File: src/rtl/cpu_ctrl_pkg.sv
// rtl/cpu_ctrl_pkg.sv - opcodes, register indices and control-word layout for the CPU sequencer
package cpu_ctrl_pkg;

  localparam int CPU_MAX_STEPS = 5;
  localparam int CPU_STEP_W    = 3;

  typedef enum logic [3:0] {
    OP_NOP = 4'h0,
    OP_LDA = 4'h1,
    OP_ADD = 4'h2,
    OP_SUB = 4'h3,
    OP_STA = 4'h4,
    OP_LDI = 4'h5,
    OP_JMP = 4'h6,
    OP_JC  = 4'h7,
    OP_JZ  = 4'h8,
    OP_OUT = 4'hE,
    OP_HLT = 4'hF
  } opcode_e;

  localparam logic [2:0] REG_PC  = 3'd0;
  localparam logic [2:0] REG_MAR = 3'd1;
  localparam logic [2:0] REG_RAM = 3'd2;
  localparam logic [2:0] REG_IR  = 3'd3;
  localparam logic [2:0] REG_A   = 3'd4;
  localparam logic [2:0] REG_B   = 3'd5;
  localparam logic [2:0] REG_OUT = 3'd6;
  localparam logic [2:0] REG_ALU = 3'd7;

  typedef struct packed {
    logic       ld_en;
    logic [2:0] ld_idx;
    logic       oe_en;
    logic [2:0] oe_idx;
    logic       pc_inc;
    logic       alu_sub;
    logic       flags_ld;
    logic       halt;
    logic       last;
  } ctrl_word_t;

  localparam int CW_W = $bits(ctrl_word_t);

  // One bus transfer: src drives the bus, dst latches it.
  function automatic ctrl_word_t xfer(input logic [2:0] src, input logic [2:0] dst);
    ctrl_word_t w;
    w        = '0;
    w.oe_en  = 1'b1;
    w.oe_idx = src;
    w.ld_en  = 1'b1;
    w.ld_idx = dst;
    return w;
  endfunction

endpackage

File: src/rtl/microcode_rom.sv
// rtl/microcode_rom.sv - combinational (step, opcode, flags) to control word decode
module microcode_rom
  import cpu_ctrl_pkg::*;
#(
  parameter int STEP_W = CPU_STEP_W
) (
  input  logic [STEP_W-1:0] step,
  input  logic [3:0]        opcode,
  input  logic              carry_flag,
  input  logic              zero_flag,
  output logic [CW_W-1:0]   cw
);

  opcode_e    op;
  ctrl_word_t w;

  assign op = opcode_e'(opcode);
  assign cw = w;

  always_comb begin
    w = '0;
    case (step)
      STEP_W'(0): w = xfer(REG_PC, REG_MAR);
      STEP_W'(1): begin
        w        = xfer(REG_RAM, REG_IR);
        w.pc_inc = 1'b1;
        // Opcodes with no execute phase (NOP and the unused 9-D) end after fetch.
        case (op)
          OP_LDA, OP_ADD, OP_SUB, OP_STA, OP_LDI, OP_JMP,
          OP_JC, OP_JZ, OP_OUT, OP_HLT: w.last = 1'b0;
          default:                      w.last = 1'b1;
        endcase
      end
      STEP_W'(2): begin
        case (op)
          OP_LDA, OP_ADD, OP_SUB, OP_STA: w = xfer(REG_IR, REG_MAR);
          OP_LDI: begin w = xfer(REG_IR, REG_A);  w.last = 1'b1; end
          OP_JMP: begin w = xfer(REG_IR, REG_PC); w.last = 1'b1; end
          OP_JC: begin
            if (carry_flag) w = xfer(REG_IR, REG_PC);
            w.last = 1'b1;
          end
          OP_JZ: begin
            if (zero_flag) w = xfer(REG_IR, REG_PC);
            w.last = 1'b1;
          end
          OP_OUT: begin w = xfer(REG_A, REG_OUT); w.last = 1'b1; end
          OP_HLT: w.halt = 1'b1;
          default: w.last = 1'b1;
        endcase
      end
      STEP_W'(3): begin
        case (op)
          OP_LDA:         begin w = xfer(REG_RAM, REG_A); w.last = 1'b1; end
          OP_ADD, OP_SUB: w = xfer(REG_RAM, REG_B);
          OP_STA:         begin w = xfer(REG_A, REG_RAM); w.last = 1'b1; end
          default:        w.last = 1'b1;
        endcase
      end
      STEP_W'(4): begin
        if (op == OP_ADD || op == OP_SUB) begin
          w          = xfer(REG_ALU, REG_A);
          w.alu_sub  = (op == OP_SUB);
          w.flags_ld = 1'b1;
        end
        w.last = 1'b1;
      end
      default: w.last = 1'b1;
    endcase
  end

endmodule

File: src/rtl/control_sequencer.sv
// rtl/control_sequencer.sv - T-state counter, run/halt state and decoder field drive for the CPU
module control_sequencer
  import cpu_ctrl_pkg::*;
#(
  parameter int MAX_STEPS = CPU_MAX_STEPS,
  parameter int STEP_W    = CPU_STEP_W
) (
  input  logic              clk,
  input  logic              rst_n,
  input  logic              ena,
  input  logic [3:0]        opcode,
  input  logic              carry_flag,
  input  logic              zero_flag,
  output logic [2:0]        ld_sel,
  output logic              ld_g1,
  output logic [1:0]        ld_g2,
  output logic [2:0]        oe_sel,
  output logic              oe_g1,
  output logic [1:0]        oe_g2,
  output logic              pc_inc,
  output logic              alu_sub,
  output logic              flags_ld,
  output logic [STEP_W-1:0] step,
  output logic              halted
);

  logic [STEP_W-1:0] step_q;
  logic              run_q;
  logic              halted_q;
  logic [CW_W-1:0]   cw_bits;
  ctrl_word_t        cw;
  logic              active;

  microcode_rom #(.STEP_W(STEP_W)) u_rom (
    .step       (step_q),
    .opcode     (opcode),
    .carry_flag (carry_flag),
    .zero_flag  (zero_flag),
    .cw         (cw_bits)
  );

  assign cw     = ctrl_word_t'(cw_bits);
  assign active = run_q & ena & ~halted_q;

  // run stays low for one clk after reset so the first visible T-state is a clean T0.
  always_ff @(posedge clk or negedge rst_n) begin
    if (!rst_n) begin
      step_q   <= '0;
      run_q    <= 1'b0;
      halted_q <= 1'b0;
    end else begin
      run_q <= 1'b1;
      if (active) begin
        if (cw.halt) begin
          halted_q <= 1'b1;
        end else if (cw.last || step_q == STEP_W'(MAX_STEPS - 1)) begin
          step_q <= '0;
        end else begin
          step_q <= step_q + STEP_W'(1);
        end
      end
    end
  end

  assign ld_g1    = active & cw.ld_en;
  assign ld_g2    = {2{~ld_g1}};
  assign ld_sel   = ld_g1 ? cw.ld_idx : 3'b000;
  assign oe_g1    = active & cw.oe_en;
  assign oe_g2    = {2{~oe_g1}};
  assign oe_sel   = oe_g1 ? cw.oe_idx : 3'b000;
  assign pc_inc   = active & cw.pc_inc;
  assign alu_sub  = active & cw.alu_sub;
  assign flags_ld = active & cw.flags_ld;
  assign step     = step_q;
  assign halted   = halted_q;

endmodule

File: config.mk
export PLATFORM = sky130hd
export DESIGN_NAME = control_sequencer
export DESIGN_NICKNAME = d
export VERILOG_FILES = /design/src/rtl/cpu_ctrl_pkg.sv /design/src/rtl/microcode_rom.sv /design/src/rtl/control_sequencer.sv
export SDC_FILE = /design/constraint.sdc
export NUM_CORES = 1
export LEC_CHECK = 0
export CORE_MARGIN = 2
export CORE_UTILIZATION = 42
export CTS_CLUSTER_DIAMETER = 150
export DETAILED_ROUTE_END_ITERATION = 12
export GPL_TIMING_DRIVEN = 0
export PLACE_DENSITY = 0.86
export SLEW_MARGIN = 5
export SYNTH_ARGS = -nofsm -noshare
export SYNTH_HDL_FRONTEND = slang
export SYNTH_SLANG_ARGS = --single-unit
File: constraint.sdc
create_clock -name clk -period 2.9 [get_ports clk]
set_clock_uncertainty 0.1 [all_clocks]
set_input_delay 0.435 -clock clk [delete_from_list [all_inputs] [get_ports clk]]
set_output_delay 0.435 -clock clk [all_outputs]
set_load 0.005 [all_outputs]
==> metrics.txt <==
share of layout cells above drive strength 1=36.8%; Num Clock Sinks=5; worst slack after detailed placement=-0.306 ns; final critical-path share of the clock period=97.8%; final routed wire length divided by cell count=16.4 µm; maximum vdd drop=0.540 mV; via count=830; detailed-routing iteration count for the pre-antenna-repair pass=4; WL final=~2300 µm; vertical die dimension=44.6 µm; category of the critical setup timing path=reg -> out; overall die width=44.6 µm; clock transition at the registers of the reported paths=0.04 ns; number of antenna repair diodes=0; Worst R2R End=step[2]; Global Route Usage Sum=25.0%; post-layout instance count excluding filler cells=between 100 and 150; Layout Area Growth over Synthesis=71.4%; cell chosen for the clock root=sky130_fd_sc_hd__clkbuf_4; Yosys warnings=0; global-route wire length before repair=3660 µm; Highest Clock Rate=about 350 MHz; Setup Viol. Count Final=0; post-synthesis instance total=~80; slowest cell delay on critical path=0.54 ns; final worst slack=0.0626 ns; quantity of I/O buffers inserted on ports=27; mean instance size in the synthesized netlist=8.42 µm²; final critical-path required period=2.84 ns; worst hold slack across all endpoints=0.316 ns; worst relative slew slack=62.4%; sequential-to-total area share from yosys stat=a little under a fifth; Max Root-Sink Buffers=2; nets in the synthesized netlist=96; cell chain of the critical path=inv_1 > ha_1 > and4_2 > a221oi_2 > buf_4 > a31oi_2 > clkdlybuf4s50_1; launching element type of the critical path=register; largest net degree at the start of global routing=11; worst min-delay path category=in -> async; Inserted Clock Buffers=3; number of cells after detailed placement=about 130; main area contributors after synthesis=sky130_fd_sc_hd__dfrtp_1 18%, sky130_fd_sc_hd__ha_1 9.1%, sky130_fd_sc_hd__buf_4 5.4%, sky130_fd_sc_hd__mux2i_1 4.3%, sky130_fd_sc_hd__a2111oi_4 4.0%; drc violations=0; TritonCTS clock tree=done; antenna violations before repair=0; Synth cell types=35; transition at the pin with the smallest max-transition slack=0.558 ns; 1st-iter DRT viols=33; final count of pins violating max slew=0; count of state elements after synthesis=5; DIE AREA=about 2000 µm²; Worst path slowest cell=sky130_fd_sc_hd__clkdlybuf4s50_1; number of buffers inserted by hold repair at cts=0; last element of the critical path=ld_g1; final weighted congestion of routability-driven global placement=0.921; data required time at the worst endpoint=2.37 ns; H-tree levels=1; Worst-Skew Late Latency=0.23 ns; count of pins on the block boundary=28; final-report hold violation count=0; r2r worst-path depth=6; Lkg Pwr=between 0.4 and 0.5 nW; total global routing overflow=0; Final Core Density=77.7%; post-DP HPWL=between 1000 and 1500 µm; type of destination of the critical path=output port; Routed Antenna Nets=0; Core Region=1520 µm²; worst setup path start=step[1]; Cell Area, Synth=691 µm²; number of max-cap violations=0; maximum net fanout on the critical path=5; starting density of the core=45.3%; outcome=finished, final reports clean; vias in the first global route=835; Final nets=140; largest area contributor in the synthesized netlist=sky130_fd_sc_hd__dfrtp_1; Vias/cell=between 5 and 6; setup slack of the worst register-to-register path=0.99 ns; Placement Rows=14; fraction of synthesized cell area taken by the top area cell type=18.1%; power density over the cells=695 nW/µm²; arrival time of data at the critical path endpoint=~2.3 ns; origin of the critical flop-to-flop path=step[0]
## report_power, final
part	switching (mW)	internal (mW)	total, mW	leakage (nW)
Sequential	0.0451	0.0952	0.140	0.0617
Clock	0.0247	0.0518	0.0765	0.0150
Combinational	0.284	0.321	0.605	0.403
## cells in the mapped netlist, drive strengths merged
cell type,instances
nand3b,2
nor2b,2
nor2,7
a31o,2
o32ai,1
nand4bb,1
dfrtp,5
a21oi,5
nor3,3
o31ai,3
a2111oi,1
and4,1
nand4,1
a21boi,1
conb,1
and3b,1
a31oi,3
nand3,4
mux2i,3
and3,1
nand2b,2
a221oi,1
nor3b,1
o21a,2
nand2,6
a211o,1
ha,5
buf,7
inv,5
o21ai,4
## worst max-delay path: cells and delay by family, from the launching register on
kind	cells	cell delay, ns
buffers and inverters	3	0.86
flip-flops	1	0.44
AND/OR/NAND/NOR	1	0.29
adder cells (fa/ha/maj)	1	0.28
AO/OA/AOI/OAI	2	0.21
## per-layer routing
| layer | routed length, µm | track usage (%) |
|---|---|---|
| met1 | 884 | 27.5 |
| met2 | 1200 | 45.8 |
| met3 | 133 | 1.22 |
| met4 | 104 | 15.8 |
| met5 | 0 | 0 |
## cell usage in the layout (no fill, tap or decap), drive strengths merged, types with 4 or more instances in the layout
cell type,instances
ha,5
dfrtp,5
nor2,7
a21oi,5
clkdlybuf4s50,17
clkbuf,5
nand3,4
nand2,6
dlymetal6s2s,5
inv,5
o21ai,4
buf,20
## flip-flops by register name, summed over array words and instances (netlist names)
signal,cells
step,3
halted,1
run_q,1
## layout make-up
cell class | count | area, µm²
sequential | 5 | 128
timing repair buffer | 39 | 362
buffer | 7 | 63.8
multi-input combinational | 65 | 566
tap | 16 | 20.0
fill | 107 | 340
clock buffer | 4 | 26.3
inverter | 5 | 18.8
## how the worst min path moves through the flow
stage	from	end	slack (ns)	depth (start not counted)
floorplan	rst_n	halted	0.04	0
global placement	halted	halted	0.38	1
detailed placement	halted	halted	0.38	1
CTS	rst_n	halted	0.31	1
global route	rst_n	halted	0.34	1
finish	rst_n	halted	0.32	1
## through the flow
step                  TNS, ns  total power [mW]  area, µm²
finish                      0             0.822       1180
global route        -0.000288             0.869       1180
CTS                         0             0.751       1130
detailed placement      -1.45             0.576        981
global placement        -1.13             0.559        981
floorplan                   0             0.382        691
## timing repair
item,in CTS,in global routing
setup buffers,10,2
endpoints found under the setup margin,14,12
gates resized for setup,17,16
cloned,0,0
pin swaps,3,2
## logic make-up after synthesis
kind of cell,synth area share [%]
AND/OR/NAND/NOR,27.7
flip-flops,18.1
adder cells (fa/ha/maj),9.06
other,0.543
AO/OA/AOI/OAI,28.8
buffers and inverters,11.4
multiplexers,4.35
Note: power is estimated with default switching activity, not from simulation.
==> variant, RTL diff (same settings) <==
Reset style: synchronous (`rst_n`), changed in one clocked block.
--- a/src/rtl/control_sequencer.sv
+++ b/src/rtl/control_sequencer.sv
@@ -43,7 +43,7 @@
   assign active = run_q & ena & ~halted_q;
 
   // run stays low for one clk after reset so the first visible T-state is a clean T0.
-  always_ff @(posedge clk or negedge rst_n) begin
+  always_ff @(posedge clk) begin
     if (!rst_n) begin
       step_q   <= '0;
       run_q    <= 1'b0;
Function: differs if rst_n is asserted again (counterexample within 4 cycles, from zero or initial values and one cycle with rst_n low); with rst_n held inactive, the same outputs for 10 cycles.
==> variant against the original RTL <==
  * Sequential cell count did not move
  * Cell area fell by 17%
  * Wire length fell by 28%
  * Global-route usage fell by 5.6 points
  * Via count fell by 12%
  * Non-clock buffer count fell by 11
  * Synthesized cell count rose by 3.7%
  * Setup slack improved by 0.047 ns
  * Sequential share of layout area fell by 0.25 points
  * Area after synthesis fell by 12%
  * Critical path type unchanged
  * Critical endpoint is now oe_g1
Power is not compared: it rests on default switching activity, and its combinational part moved more than twofold at a synthesized area within 25%.
==> variant: results (changes against the original RTL) <==
fillers = 106 (was 107)
post-synthesis mux area share = 1.646% (was 4.348%)
n_diodes = 0 (unchanged)
layout cell share with drive strength beyond 1 = 28.70% (was 36.80%)
FFs w/ async S/R, synth = 0% (was 100.0%)
adder-cell share of the synthesized area = 10.29% (was 9.058%)
DRT iter0 DRCs = 9 (was 33)
pre-CTS setup slack = -0.3139 ns (was -0.3063 ns)
largest net degree at the start of global routing = 11 (unchanged)
sequential fraction of the synthesis area = 16.46% (was 18.12%)
Mapped Avg Cell Area = 7.154 sq um (was 8.423 sq um)
first-pass GRT wire length = 2.746 mm (was 3.663 mm)
status = finished clean (unchanged)
met2 Track Usage GR = 35.31% (was 45.80%)
Slew HR = 75.49% (was 62.39%)
met1 Resource Use GR = 23.70% (was 27.48%)
dpl hpwl = 1.211 mm (was 1.395 mm)
Post-Place Cell Area = 877.1 sq um (was 980.9 sq um)
leading post-synthesis cells by cell area = dfxtp_1, ha_1, buf_4, nor2_1, a21oi_1 (was dfrtp_1, ha_1, buf_4, mux2i_1, a2111oi_4)
drt wl/cell = 12.78 um (was 16.45 um)
Post-Syn Nets = 99 (was 96)
IO buf count = 25 (was 27)
Arr. time, crit path = 2.26 ns (was 2.30 ns)
GRT Overall Usage = 19.36% (was 24.96%)
worst hold path type = reg2reg (was in2async)
CP max stage delay = 0.49 ns (was 0.54 ns)
==> variant: cell count changes after synthesis, moves of 2 or more <==
cell,unedited run,this run
o21ai_1,0,2
mux2i_1,3,1
nand2_1,6,3
clkbuf_1,0,3
or4_1,0,2
nand2b_1,2,4
or3_1,0,2
inv_2,0,2
dfrtp_1,5,0
dfxtp_1,0,5
nand3_1,3,5
==> variant: timing repair <==
action / 4_1_cts / 5_1_grt
gates resized for setup: 14 / 15
endpoints found under the setup margin: 9 / 6
buffers inserted: 1 / 1
pin swaps: 4 / 4
==> variant: per-layer routing <==
metal  part of all wire (%)  vias to the layer above
li1                       -                      363
met1                     44                      335
met2                     50                       27
met3                    5.8                        2
met4                   0.48                        0
met5                      0                        -
==> variant: final cells by class <==
class | instances | area share (%)
multi-input combinational | 64 | 49.37
tap | 15 | 1.904
timing repair buffer | 27 | 27.16
buffer | 8 | 5.711
clock buffer | 4 | 2.665
inverter | 7 | 2.665
sequential | 5 | 10.53
==> variant: kinds of logic (layout without fill, tap and decap cells) <==
group	after synthesis	in the layout
fa+ha+maj	5	5
compound gates	24	24
mux	1	1
simple gates	34	34
flops	5	5
buf+inv	16	46
==> variant: worst max-delay path, delay by kind of cell, from the launching register on <==
family                   cells  cell delay, ns
buffers and inverters        2            0.62
AND/OR/NAND/NOR              2            0.31
flip-flops                   1            0.35
AO/OA/AOI/OAI                2            0.34
adder cells (fa/ha/maj)      2            0.40
==> variant: final timing paths <==
kind / start / endpoint / slack (ns) / cells after the start
max reg2reg: step[0] / step[1] / 1.22 / 5
min: halted / halted / 0.39 / 1
min reg2reg: halted / halted / 0.39 / 1
max: step[0] / oe_g1 / 0.11 / 8
